===== src/rtl/lcdi_index_gen_pkg.sv =====
// Shared constants, class encoding and the index helper for the LCDI gradient-class index generator.
package lcdi_index_gen_pkg;

   localparam int unsigned LCDI_IDX_W     = 7;
   localparam int unsigned LCDI_NUM_CLASS = 9;

   typedef enum logic [3:0] {
      CLS_POS_MAX = 4'd0,
      CLS_POS_HI  = 4'd1,
      CLS_POS_MID = 4'd2,
      CLS_POS_LO  = 4'd3,
      CLS_ZERO    = 4'd4,
      CLS_NEG_LO  = 4'd5,
      CLS_NEG_MID = 4'd6,
      CLS_NEG_HI  = 4'd7,
      CLS_NEG_MAX = 4'd8
   } lcdi_class_e;

   function automatic logic [LCDI_IDX_W-1:0] lcdi_index(input logic [3:0] c0, input logic [3:0] c1);
      return LCDI_IDX_W'(c0) + LCDI_IDX_W'(c1) * LCDI_IDX_W'(LCDI_NUM_CLASS);
   endfunction

endpackage


===== src/rtl/lcdi_grad_classify.sv =====
// Quantises a signed neighbour difference into one of nine symmetric gradient classes.
module lcdi_grad_classify
   import lcdi_index_gen_pkg::*;
#(
   parameter int unsigned DATA_WIDTH = 8,
   parameter int unsigned T1         = 4,
   parameter int unsigned T2         = 16,
   parameter int unsigned T3         = 32,
   parameter int unsigned T4         = 48
) (
   input  logic signed [DATA_WIDTH:0] diff_i,
   output logic [3:0]                 cls_o
);

   localparam logic signed [DATA_WIDTH:0] P1 = (DATA_WIDTH+1)'(T1);
   localparam logic signed [DATA_WIDTH:0] P2 = (DATA_WIDTH+1)'(T2);
   localparam logic signed [DATA_WIDTH:0] P3 = (DATA_WIDTH+1)'(T3);
   localparam logic signed [DATA_WIDTH:0] P4 = (DATA_WIDTH+1)'(T4);
   localparam logic signed [DATA_WIDTH:0] N1 = -P1;
   localparam logic signed [DATA_WIDTH:0] N2 = -P2;
   localparam logic signed [DATA_WIDTH:0] N3 = -P3;
   localparam logic signed [DATA_WIDTH:0] N4 = -P4;

   always_comb begin
      if      (diff_i >= P4) cls_o = CLS_POS_MAX;
      else if (diff_i >= P3) cls_o = CLS_POS_HI;
      else if (diff_i >= P2) cls_o = CLS_POS_MID;
      else if (diff_i >= P1) cls_o = CLS_POS_LO;
      else if (diff_i >= N1) cls_o = CLS_ZERO;
      else if (diff_i >= N2) cls_o = CLS_NEG_LO;
      else if (diff_i >= N3) cls_o = CLS_NEG_MID;
      else if (diff_i >= N4) cls_o = CLS_NEG_HI;
      else                   cls_o = CLS_NEG_MAX;
   end

endmodule


===== src/rtl/lcdi_index_gen.sv =====
// Two-stage gradient-class index generator: classify and register, then write the index into its slot and emit the bundle.
module lcdi_index_gen
   import lcdi_index_gen_pkg::*;
#(
   parameter int unsigned DATA_WIDTH = 8,
   parameter int unsigned NUM_SLOTS  = 4,
   parameter int unsigned SLOT_W     = (NUM_SLOTS > 1) ? $clog2(NUM_SLOTS) : 1,
   parameter int unsigned T1         = 4,
   parameter int unsigned T2         = 16,
   parameter int unsigned T3         = 32,
   parameter int unsigned T4         = 48
) (
   input  logic                            clk,
   input  logic                            rst_n,
   input  logic                            in_valid,
   output logic                            in_ready,
   input  logic [DATA_WIDTH-1:0]           data0_in,
   input  logic [DATA_WIDTH-1:0]           data1_in,
   input  logic [DATA_WIDTH-1:0]           data2_in,
   input  logic [SLOT_W-1:0]               in_slot,
   input  logic                            in_last,
   output logic                            out_valid,
   input  logic                            out_ready,
   output logic [LCDI_IDX_W*NUM_SLOTS-1:0] index_flat,
   output logic [NUM_SLOTS-1:0]            slot_mask
);

   logic signed [DATA_WIDTH:0] diff0, diff1;
   logic [3:0]                 cls0, cls1;
   logic                       stall, accept, wr, fire;
   logic [LCDI_IDX_W-1:0]      idx;

   logic                            v1_q, v1_d, last_q, last_d, out_valid_q, out_valid_d;
   logic [3:0]                      c0_q, c0_d, c1_q, c1_d;
   logic [SLOT_W-1:0]               slot_q, slot_d;
   logic [NUM_SLOTS-1:0]            mask_q, mask_d;
   logic [LCDI_IDX_W*NUM_SLOTS-1:0] index_q, index_d;

   assign diff0 = $signed({1'b0, data0_in}) - $signed({1'b0, data1_in});
   assign diff1 = $signed({1'b0, data2_in}) - $signed({1'b0, data1_in});

   lcdi_grad_classify #(.DATA_WIDTH(DATA_WIDTH), .T1(T1), .T2(T2), .T3(T3), .T4(T4)) u_cls0 (
      .diff_i (diff0),
      .cls_o  (cls0)
   );

   lcdi_grad_classify #(.DATA_WIDTH(DATA_WIDTH), .T1(T1), .T2(T2), .T3(T3), .T4(T4)) u_cls1 (
      .diff_i (diff1),
      .cls_o  (cls1)
   );

   assign stall    = out_valid_q && !out_ready;
   assign in_ready = !stall;
   assign accept   = in_valid && in_ready;
   assign wr       = v1_q && !stall;
   assign fire     = out_valid_q && out_ready;
   assign idx      = lcdi_index(c0_q, c1_q);

   always_comb begin
      v1_d   = v1_q;
      c0_d   = c0_q;
      c1_d   = c1_q;
      slot_d = slot_q;
      last_d = last_q;
      if (!stall) begin
         v1_d = accept;
         if (accept) begin
            c0_d   = cls0;
            c1_d   = cls1;
            slot_d = in_slot;
            last_d = in_last;
         end
      end
   end

   // Handoff clears first so a same-edge write leaves only the new slot's bit set.
   always_comb begin
      out_valid_d = out_valid_q;
      mask_d      = mask_q;
      index_d     = index_q;
      if (fire) begin
         out_valid_d = 1'b0;
         mask_d      = '0;
      end
      if (wr) begin
         if (last_q) out_valid_d = 1'b1;
         for (int unsigned k = 0; k < NUM_SLOTS; k++) begin
            if (32'(slot_q) == k) begin
               index_d[LCDI_IDX_W*k +: LCDI_IDX_W] = idx;
               mask_d[k]                           = 1'b1;
            end
         end
      end
   end

   always_ff @(posedge clk or negedge rst_n) begin
      if (!rst_n) begin
         v1_q        <= 1'b0;
         c0_q        <= '0;
         c1_q        <= '0;
         slot_q      <= '0;
         last_q      <= 1'b0;
         out_valid_q <= 1'b0;
         mask_q      <= '0;
         index_q     <= '0;
      end else begin
         v1_q        <= v1_d;
         c0_q        <= c0_d;
         c1_q        <= c1_d;
         slot_q      <= slot_d;
         last_q      <= last_d;
         out_valid_q <= out_valid_d;
         mask_q      <= mask_d;
         index_q     <= index_d;
      end
   end

   assign out_valid  = out_valid_q;
   assign slot_mask  = mask_q;
   assign index_flat = index_q;

endmodule


===== config.mk =====
export PLATFORM = sky130hd
export DESIGN_NAME = lcdi_index_gen
export DESIGN_NICKNAME = d
export VERILOG_FILES = /design/src/rtl/lcdi_index_gen_pkg.sv /design/src/rtl/lcdi_grad_classify.sv /design/src/rtl/lcdi_index_gen.sv
export SDC_FILE = /design/constraint.sdc
export NUM_CORES = 1
export LEC_CHECK = 0
export CAP_MARGIN = 10
export CORE_MARGIN = 1.5
export CORE_UTILIZATION = 40
export DETAILED_ROUTE_END_ITERATION = 10
export PLACE_DENSITY_LB_ADDON = 0.08
export SLEW_MARGIN = 20
export SYNTH_ARGS = -nofsm -noshare
export SYNTH_HDL_FRONTEND = slang
export SYNTH_SLANG_ARGS = --single-unit

===== constraint.sdc =====
create_clock -name clk -period 2.79 [get_ports clk]
set_input_delay 0.837 -clock clk [delete_from_list [all_inputs] [get_ports clk]]
set_output_delay 0.837 -clock clk [all_outputs]
set_load 0.02 [all_outputs]

## Word-level counts from Yosys, hierarchy flattened

Index checks and enable logic that the tools add are counted.

| operators by class | value |
|---|---|
| divide/modulo/power cells | 0 |
| order comparisons | 16 |
| shift-type cells | 0 |
| bitwise operators | 1 |
| $mul | 1 |
| eq/ne operators | 3 |
| muxes and demuxes | 25 |
| add/subtract/negate cells | 3 |
| reduce and logical (&&, ||, !) cells | 12 |

Operator list:

| operator | count |
|---|---|
| two-way mux 4 bit | 18 |
| greater-or-equal comparator 9 x 7 -> 1 bit (second input constant) | 6 |
| greater-or-equal comparator 9 x 6 -> 1 bit (second input constant) | 4 |
| greater-or-equal comparator 9 x 3 -> 1 bit (second input constant) | 2 |
| greater-or-equal comparator 9 x 4 -> 1 bit (second input constant) | 2 |
| greater-or-equal comparator 9 x 5 -> 1 bit (second input constant) | 2 |
| subtractor 8 x 8 -> 9 bit | 2 |
| AND reduction 2 bit | 5 |
| adder 4 x 7 -> 7 bit | 1 |
| multiplier 4 x 4 -> 7 bit (second input constant) | 1 |
| two-way mux 1 bit | 7 |
| == test 2 bit (second input constant) | 2 |
| logical AND 1 bit | 4 |
| == test 2 x 1 -> 1 bit (second input constant) | 1 |
| logical NOT 1 bit | 2 |
| logical NOT 2 bit | 1 |
| NOT 1 bit | 1 |

| word-level totals | value |
|---|---|
| logic and storage cells | 72 |
| register bits | 45 |
| input port bits | 31 |
| output and inout port bits | 34 |
| memory bits (writable) | 0 |
| memory bits (read-only) | 0 |
| latch bits | 0 |
| memories | 0 |

## Logic depth before layout (Yosys ltp)

Gate-level depths: netlist of the first run.

| logic depth | value |
|---|---|
| depth after elaboration | 10 |
| depth in mapped cells | 11 |

## Cells and area by module

From an unflattened synthesis of the first run, not the netlist that was laid out.

| unflattened totals | value |
|---|---|
| cells, all modules | 266 |
| area, all modules | 2847.7 um^2 |

By module, submodules not included:

| module | times used | area an instance (um^2) | cells each |
|---|---|---|---|
| lcdi_index_gen | 1 | 2625.0 | 230 |
| lcdi_grad_classify | 2 | 111.4 | 18 |

## Worst setup path before layout of the first run

Ideal clock, no wire load.

| timing path | value |
|---|---|
| path kind | input-to-reg |
| start | in data2_in[0] |
| end | reg c1_q[0] |
| buffers on the path | 0 |
| path slack | -0.206 ns |
| data required time | 2.657 ns |
| stages on the path | 11 |
| arrival time | 2.863 ns |
| cell sequence | inv_1 -> ha_1 -> inv_1 -> fa_1 -> a21oi_1 -> o22ai_2 -> or3_1 -> a32oi_1 -> a211oi_1 -> a211oi_1 -> o211ai_1 |

| on the way | value |
|---|---|
| cells in the longest elaborated chain, start to end | 10 |
| elaborated cells between the ends (all ways) | 17 |

Ends and longest elaborated chain:

| item | line | RTL |
|---|---|---|
| start: declaration | lcdi_index_gen.sv:19 | `input logic [DATA_WIDTH-1:0] data2_in,` |
| subtractor 8 x 8 -> 9 bit (*) | lcdi_index_gen.sv:40 | `assign diff1 = $signed({1'b0, data2_in}) - $signed({1'b0, data1_in});` |
| greater-or-equal comparator 9 x 7 -> 1 bit | lcdi_grad_classify.sv:32 | `else if (diff_i >= N4) cls_o = CLS_NEG_HI;` |
| two-way mux 4 bit | lcdi_grad_classify.sv:32 |  |
| two-way mux 4 bit | lcdi_grad_classify.sv:31 | `else if (diff_i >= N3) cls_o = CLS_NEG_MID;` |
| two-way mux 4 bit | lcdi_grad_classify.sv:30 | `else if (diff_i >= N2) cls_o = CLS_NEG_LO;` |
| two-way mux 4 bit | lcdi_grad_classify.sv:29 | `else if (diff_i >= N1) cls_o = CLS_ZERO;` |
| two-way mux 4 bit | lcdi_grad_classify.sv:28 | `else if (diff_i >= P1) cls_o = CLS_POS_LO;` |
| two-way mux 4 bit | lcdi_grad_classify.sv:27 | `else if (diff_i >= P2) cls_o = CLS_POS_MID;` |
| two-way mux 4 bit | lcdi_grad_classify.sv:26 | `else if (diff_i >= P3) cls_o = CLS_POS_HI;` |
| two-way mux 4 bit (*) | lcdi_grad_classify.sv:25 | `if (diff_i >= P4) cls_o = CLS_POS_MAX;` |
| end signal: assignment | lcdi_index_gen.sv:100 | `c1_q <= '0;` |
| end signal: assignment | lcdi_index_gen.sv:109 | `c1_q <= c1_d;` |
| end: declaration | lcdi_index_gen.sv:34 | `logic [3:0] c0_q, c0_d, c1_q, c1_d;` |

Every way passes the cells marked *; elsewhere a longest branch is shown, timed or not.
A chain may end at the register's enable or synchronous reset.

## Worst setup path after layout of the first run

Same ends and word-level chain as after synthesis.

==> results.py, run 1 <==
metrics = {
    "floorplan": {
        "core_um2": 7210,
        "die_area_um2": 7960,
        "pin_count": 65,
        "start_util_pct": 41.2,
        "die_h_um": 89.2,
        "die_w_um": 89.2,
        "row_count": 31,
    },
    "synthesis": {
        "ys_seq_elements": 45,
        "synth_cells": 303,
        "synth_area_leaders": "dfrtp_1 38%, ha_1 11%, mux2_2 9.1%",
        "synth_cell_types": 53,
        "yosysTopAreaCellShare_pct": 37.8,
        "syn_area_um2": 2980,
        "synth_edf_count": 0,
        "ys_seq_area_share_pct": 37.8,
        "yosysTopAreaCell": "dfrtp_1",
        "avgSynthCellArea_um2": 9.82,
        "ys_warn_count": 0,
        "synthArstFlopShare_pct": 100,
        "syn_nets": 364,
        "synthFlopType": "dfrtp_1",
    },
    "finish": {
        "drive_gt1_share_pct": 38.0,
        "areaGrowthSynthToFinish_pct": 58.4,
        "final.fill_count": 635,
        "nets": 497,
        "diodes": 0,
        "post-route-cell-area_um2": 4710,
    },
    "global_route": {
        "grt_max_degree": 23,
        "grt_pass1_wl_um": 11900,
        "track_usage_pct": 19.2,
        "grt_pass1_vias": 2714,
        "grt_overflow": 0,
        "antenna_found_initial": 0,
    },
    "timing": {
        "worst_pin_slew_ns": 0.453,
        "timing.final.ws_setup_ns": 0.0191,
        "hold_violations": 0,
        "slew_viol_final": 0,
        "slew_headroom_pct": 69.8,
        "finalClockSkew_ns": 0.00559,
        "rsz0062_at_grt": "true",
        "period_share_pct": 99.3,
        "setup_tns_ns": 0,
        "setup_viol": 0,
        "finalCriticalPeriod_ns": 2.77,
        "fmax_mhz": 361,
    },
    "clock_network": {
        "root_buffer": "clkbuf_8",
        "holdBufCountCts": 0,
        "clkSinkCount": 45,
        "insertion_delay_ns": 0.29,
        "cts_tree": "done",
        "path_clk_slew_ns": 0.08,
        "cts.htree.levels": 2,
        "cts_buffer_depth": 2,
        "cts_buffers": 5,
    },
    "setup_path": {
        "worstSetupPathType": "in2reg",
        "crit_path_max_fanout": 4,
        "cp_data_required_time_ns": 2.96,
        "critPathLaunchType": "primary input",
        "endpoint_kind": "register",
        "worstPathArrival_ns": 2.94,
    },
    "drt": {
        "drcViolationCount": 0,
        "post_drt_wl_per_cell_um": 14.0,
        "drtIter0Drc": 62,
        "dr.pass1.iters": 4,
        "vias": 2741,
        "wirelength_um": 7500,
        "ant_nets": 0,
        "vias_per_cell": 5.11,
    },
    "placed_design": {
        "place_ws_ns": -0.737,
        "dpl_cell_area_um2": 4170,
        "gp_congestion": 0.791,
        "dp_hpwl_um": 5680,
        "io_buffers": 64,
    },
    "hold_path": {
        "min_path_type": "in2async",
    },
    "status": {
        "outcome": "finished, final reports clean",
    },
    "power": {
        "peakVddDrop_v": 0.000252,
        "power_density_nw_per_um2": 734,
        "p_leak_uw": 0.00215,
    },
    "run": {
        "max_cap_violations": 0,
    },
}
==> stage by stage <==
stage / power (µW) / instances / hold slack (ns) / util, %
after detailed placement: 2880 / 519 / 0.464 / 57.8
after CTS: 3450 / 530 / 0.480 / 62.7
after floorplan: 2060 / 303 / 0.446 / -
after global routing: 3720 / 536 / 0.492 / 65.3
final: 3460 / 536 / 0.476 / 65.3
after global placement: 2830 / 519 / 0.460 / 57.8
==> worst paths after layout <==
path	start	to	slack, ns	cells after the start
min reg2reg	slot_mask[2]	slot_mask[2]	0.48	2
min in group clk	slot_mask[2]	slot_mask[2]	0.48	2
max in group asynchronous	rst_n	c1_q[2]	1.76	2
max	data2_in[0]	c1_q[0]	0.02	12
min	rst_n	index_flat[18]	0.48	1
max reg2reg	c1_q[0]	index_flat[6]	0.41	8
==> cells in the mapped netlist (2+ instances only) <==
| master | n |
|---|---|
| nor2_1 | 25 |
| nand2_1 | 31 |
| o21bai_1 | 2 |
| inv_1 | 18 |
| or3_1 | 4 |
| ha_1 | 27 |
| mux2i_1 | 2 |
| fa_1 | 3 |
| nand2b_1 | 2 |
| mux2_2 | 24 |
| clkbuf_1 | 5 |
| o21a_1 | 3 |
| nor3_1 | 8 |
| a21oi_1 | 14 |
| o211ai_1 | 3 |
| a31oi_1 | 5 |
| o22ai_1 | 2 |
| xnor2_1 | 8 |
| nor3b_1 | 2 |
| a211o_1 | 3 |
| nand3_1 | 8 |
| a21o_1 | 6 |
| o31a_1 | 2 |
| and2_1 | 3 |
| o21ai_0 | 12 |
| a211oi_1 | 3 |
| nand3b_1 | 3 |
| nor2b_1 | 2 |
| xor2_1 | 3 |
| and3_1 | 2 |
| or2_2 | 2 |
| dfrtp_1 | 45 |
==> critical path: stages <==
cell and delay (ns):
buf_6 0.09, inv_4 0.04, ha_4 0.12, inv_2 0.04, fa_2 0.37, a21oi_4 0.19
o22ai_4 0.11, or3_4 0.36, a32oi_4 0.31, a211oi_2 0.13, a211oi_2 0.22, o211ai_1 0.12
==> per-layer routing <==
| metal | global-route usage [%] | vias to the layer above | part of all wire [%] |
|---|---|---|---|
| met1 | 22.0 | 1307 | 41 |
| met4 | 7.27 | 0 | 1.6 |
| met2 | 36.1 | 65 | 54 |
| met5 | 0 | - | 0 |
| li1 | - | 1360 | - |
| met3 | 2.49 | 9 | 3.2 |
==> logic make-up after synthesis <==
kind of cell    Yosys count  share of synthesized area, %
mux                      26                          9.76
xor+xnor                 11                          3.24
fa+ha+maj                30                          13.4
simple gates             99                          15.9
compound gates           69                          17.0
flops                    45                          37.8
buf+inv                  23                          2.90
==> report_power, final <==
group	internal, µW	switching [µW]
clock network	291	208
registers	917	146
logic	983	913
total	2190	1270
==> cell usage in the layout (no fill, tap or decap), types with 9 or more instances in the layout <==
cell,n
ha_1,17
o21ai_0,10
inv_2,9
nor2_1,20
buf_4,64
nand2_1,31
dlymetal6s2s_1,10
dfrtp_1,45
clkdlybuf4s50_1,44
mux2_2,24
a21oi_1,9
==> flip-flops by register name, indices dropped and copies added, names as in the netlist <==
| signal | flops |
|---|---|
| slot_q | 2 |
| c0_q | 4 |
| v1_q | 1 |
| out_valid | 1 |
| c1_q | 4 |
| last_q | 1 |
| index_flat | 28 |
| slot_mask | 4 |
==> layout make-up <==
cell class,instances,area (µm²),share of cell area (%)
sequential,45,1130,23.9
clock buffer,6,82.6,1.75
inverter,18,70.1,1.49
multi-input combinational,235,2100,44.7
clock inverter,2,37.5,0.797
tap,99,124,2.63
timing repair buffer,131,1170,24.8
==> repair_timing <==
item                                    in CTS  in global routing
gates cloned                                 0                  0
endpoints found under the setup margin       9                  8
gates resized for setup                     59                 40
pin swaps                                   29                 32
buffers inserted                             3                  6
Power figures use the tool's default switching activity.
==> run 2, diff against run 1 <==
--- a/config.mk
+++ b/config.mk
@@ -7,7 +7,7 @@
 export LEC_CHECK = 0
 export CAP_MARGIN = 10
 export CORE_MARGIN = 1.5
-export CORE_UTILIZATION = 40
+export CORE_UTILIZATION = 50
 export DETAILED_ROUTE_END_ITERATION = 10
 export PLACE_DENSITY_LB_ADDON = 0.08
 export SLEW_MARGIN = 20
==> constraint.sdc (replaced) <==
create_clock -name clk -period 2.79 [get_ports clk]
set_input_delay 0.837 -clock clk [delete_from_list [all_inputs] [get_ports clk]]
set_output_delay 0.837 -clock clk [all_outputs]
set_load 0.1 [all_outputs]
==> run 2 against run 1 <==
Core utilization rose by 16 points. Final area fell by 2.7%. Sequential share of layout area up 0.67 points. Worst setup slack improved by 0.016 ns. Die area down 19%. Total power up 40%. First-iteration DRC count rose by 37%. Final cell count down 5.6%. Critical path type unchanged.
==> results.py, run 2 (synthesis gave the netlist of run 1 again) <==
metrics = {
    "floorplan": {
        "pin_count": 65,
        "core_um2": 5610,
        "row_count": 27,
        "start_util_pct": 53.1,
        "die_h_um": 80.1,
        "die_area_um2": 6420,
        "die_w_um": 80.1,
    },
    "drt": {
        "wirelength_um": 7910,
        "drtIter0Drc": 85,
        "vias_per_cell": 5.55,
        "ant_nets": 0,
        "vias": 2809,
        "post_drt_wl_per_cell_um": 15.6,
        "drcViolationCount": 0,
        "dr.pass1.iters": 6,
    },
    "timing": {
        "slew_headroom_pct": 71.2,
        "period_share_pct": 98.7,
        "hold_violations": 0,
        "fmax_mhz": 363,
        "rsz0062_at_grt": "true",
        "slew_viol_final": 0,
        "finalCriticalPeriod_ns": 2.75,
        "setup_viol": 0,
        "worst_pin_slew_ns": 0.430,
        "finalClockSkew_ns": 0.00649,
    },
    "finish": {
        "final.fill_count": 361,
        "areaGrowthSynthToFinish_pct": 54.0,
        "post-route-cell-area_um2": 4580,
        "multi_input_area_um2": 2110,
        "largest_reg_flops": 28,
        "final_common_cell": "buf_4",
        "diodes": 0,
        "nets": 494,
        "finalNonFillerCells": 506,
        "drive_gt1_share_pct": 45.9,
        "fin_util_pct": 81.7,
        "area.sequential_um2": 1130,
        "most-common-layout-cells": "96 x buf_4, 45 x dfrtp_1, 31 x nand2_1, 24 x mux2_2, 22 x nor2_1",
    },
    "power": {
        "power_density_nw_per_um2": 1060,
        "p_leak_uw": 0.00216,
        "peakVddDrop_v": 0.00126,
    },
    "clock_network": {
        "path_clk_slew_ns": 0.08,
        "root_buffer": "clkbuf_8",
        "cts_tree": "done",
        "cts_buffers": 5,
        "insertion_delay_ns": 0.29,
        "cts.htree.levels": 2,
        "clkSinkCount": 45,
        "cts_buffer_depth": 2,
    },
    "global_route": {
        "grt_pass1_wl_um": 13300,
        "grt_max_degree": 21,
        "grt_pass1_vias": 2999,
        "antenna_found_initial": 0,
        "grt_overflow": 0,
        "track_usage_pct": 26.2,
    },
    "placed_design": {
        "dp_cells": 490,
        "dp_hpwl_um": 5760,
        "gp_congestion": 0.871,
        "io_buffers": 64,
        "dpl_cell_area_um2": 4080,
    },
    "setup_path": {
        "cp_data_required_time_ns": 2.96,
        "reg2reg_depth": 8,
        "endpoint_kind": "register",
        "worstPathArrival_ns": 2.93,
        "critPathLaunchType": "primary input",
        "crit_path_max_fanout": 5,
        "worstSetupPathType": "in2reg",
    },
    "hold_path": {
        "min_path_type": "in2async",
    },
    "status": {
        "outcome": "finished, final reports clean",
    },
    "run": {
        "max_cap_violations": 0,
    },
}
-- run 2: cell count changes in the layout (fill, tap and decap cells not counted), moves of 4 or more --
cell / delta
dlygate4sd2_1: +4
clkdlybuf4s50_1: -34
dlymetal6s2s_1: -4
buf_4: +32
-- run 2: report_power, final --
group	switching, µW	internal (µW)	total [µW]
Clock	214	291	505
Combinational	2370	890	3260
Sequential	160	917	1080
-- run 2: path summary, 6_finish.rpt --
check | slack, ns | endpoint | startpoint
min in group clk | 0.48 | slot_mask[2] | slot_mask[2]
max in group asynchronous | 1.76 | index_flat[20] | rst_n
setup reg to reg | 0.34 | index_flat[13] | c1_q[0]
hold reg to reg | 0.48 | slot_mask[2] | slot_mask[2]
hold / removal | 0.47 | index_flat[14] | rst_n
setup / recovery | 0.04 | c1_q[0] | data2_in[0]
-- run 2: layer usage --
metal / wire [µm] / GRT usage, %
met5: 0 / 0
met2: 4310 / 51.5
met4: 130 / 7.41
met1: 3170 / 28.8
met3: 304 / 3.75
-- run 2: timing repair --
| item | CTS | global route |
|---|---|---|
| cloned | 0 | 0 |
| buffers inserted | 6 | 2 |
| hold endpoints to repair | 0 | 0 |
| gates resized for setup | 60 | 40 |
| setup endpoints to repair | 8 | 8 |
| hold buffers | 0 | 0 |
| pin swaps | 30 | 28 |
-- run 2: area by class of cell --
class                      count  share of cell area (%)
clock buffer                   6                    1.80
clock inverter                 2                   0.819
inverter                      18                    1.91
multi-input combinational    235                    46.0
sequential                    45                    24.6
tap                           72                    1.97
timing repair buffer         128                    22.9
-- run 2: metrics by stage --
stage                     worst slack [ns]  setup TNS, ns  hold slack (ns)  power, µW
after floorplan                    -0.0270        -0.0270            0.446       3460
after global placement              -0.688          -4.78            0.462       4160
after detailed placement            -0.754          -5.19            0.466       4240
after CTS                          -0.0457        -0.0457            0.480       4810
after global routing               -0.0636         -0.171            0.503       5070
final                               0.0352              0            0.471       4850
-- run 2: worst max-delay path, cell delays in order --
cell and delay [ns]:
buf_8 0.11, inv_12 0.04, ha_4 0.14, inv_4 0.04
fa_2 0.38, a21oi_4 0.21, o22ai_4 0.10, or3_4 0.41
a32oi_4 0.26, a21oi_2 0.10, a211oi_2 0.20, o211ai_1 0.10
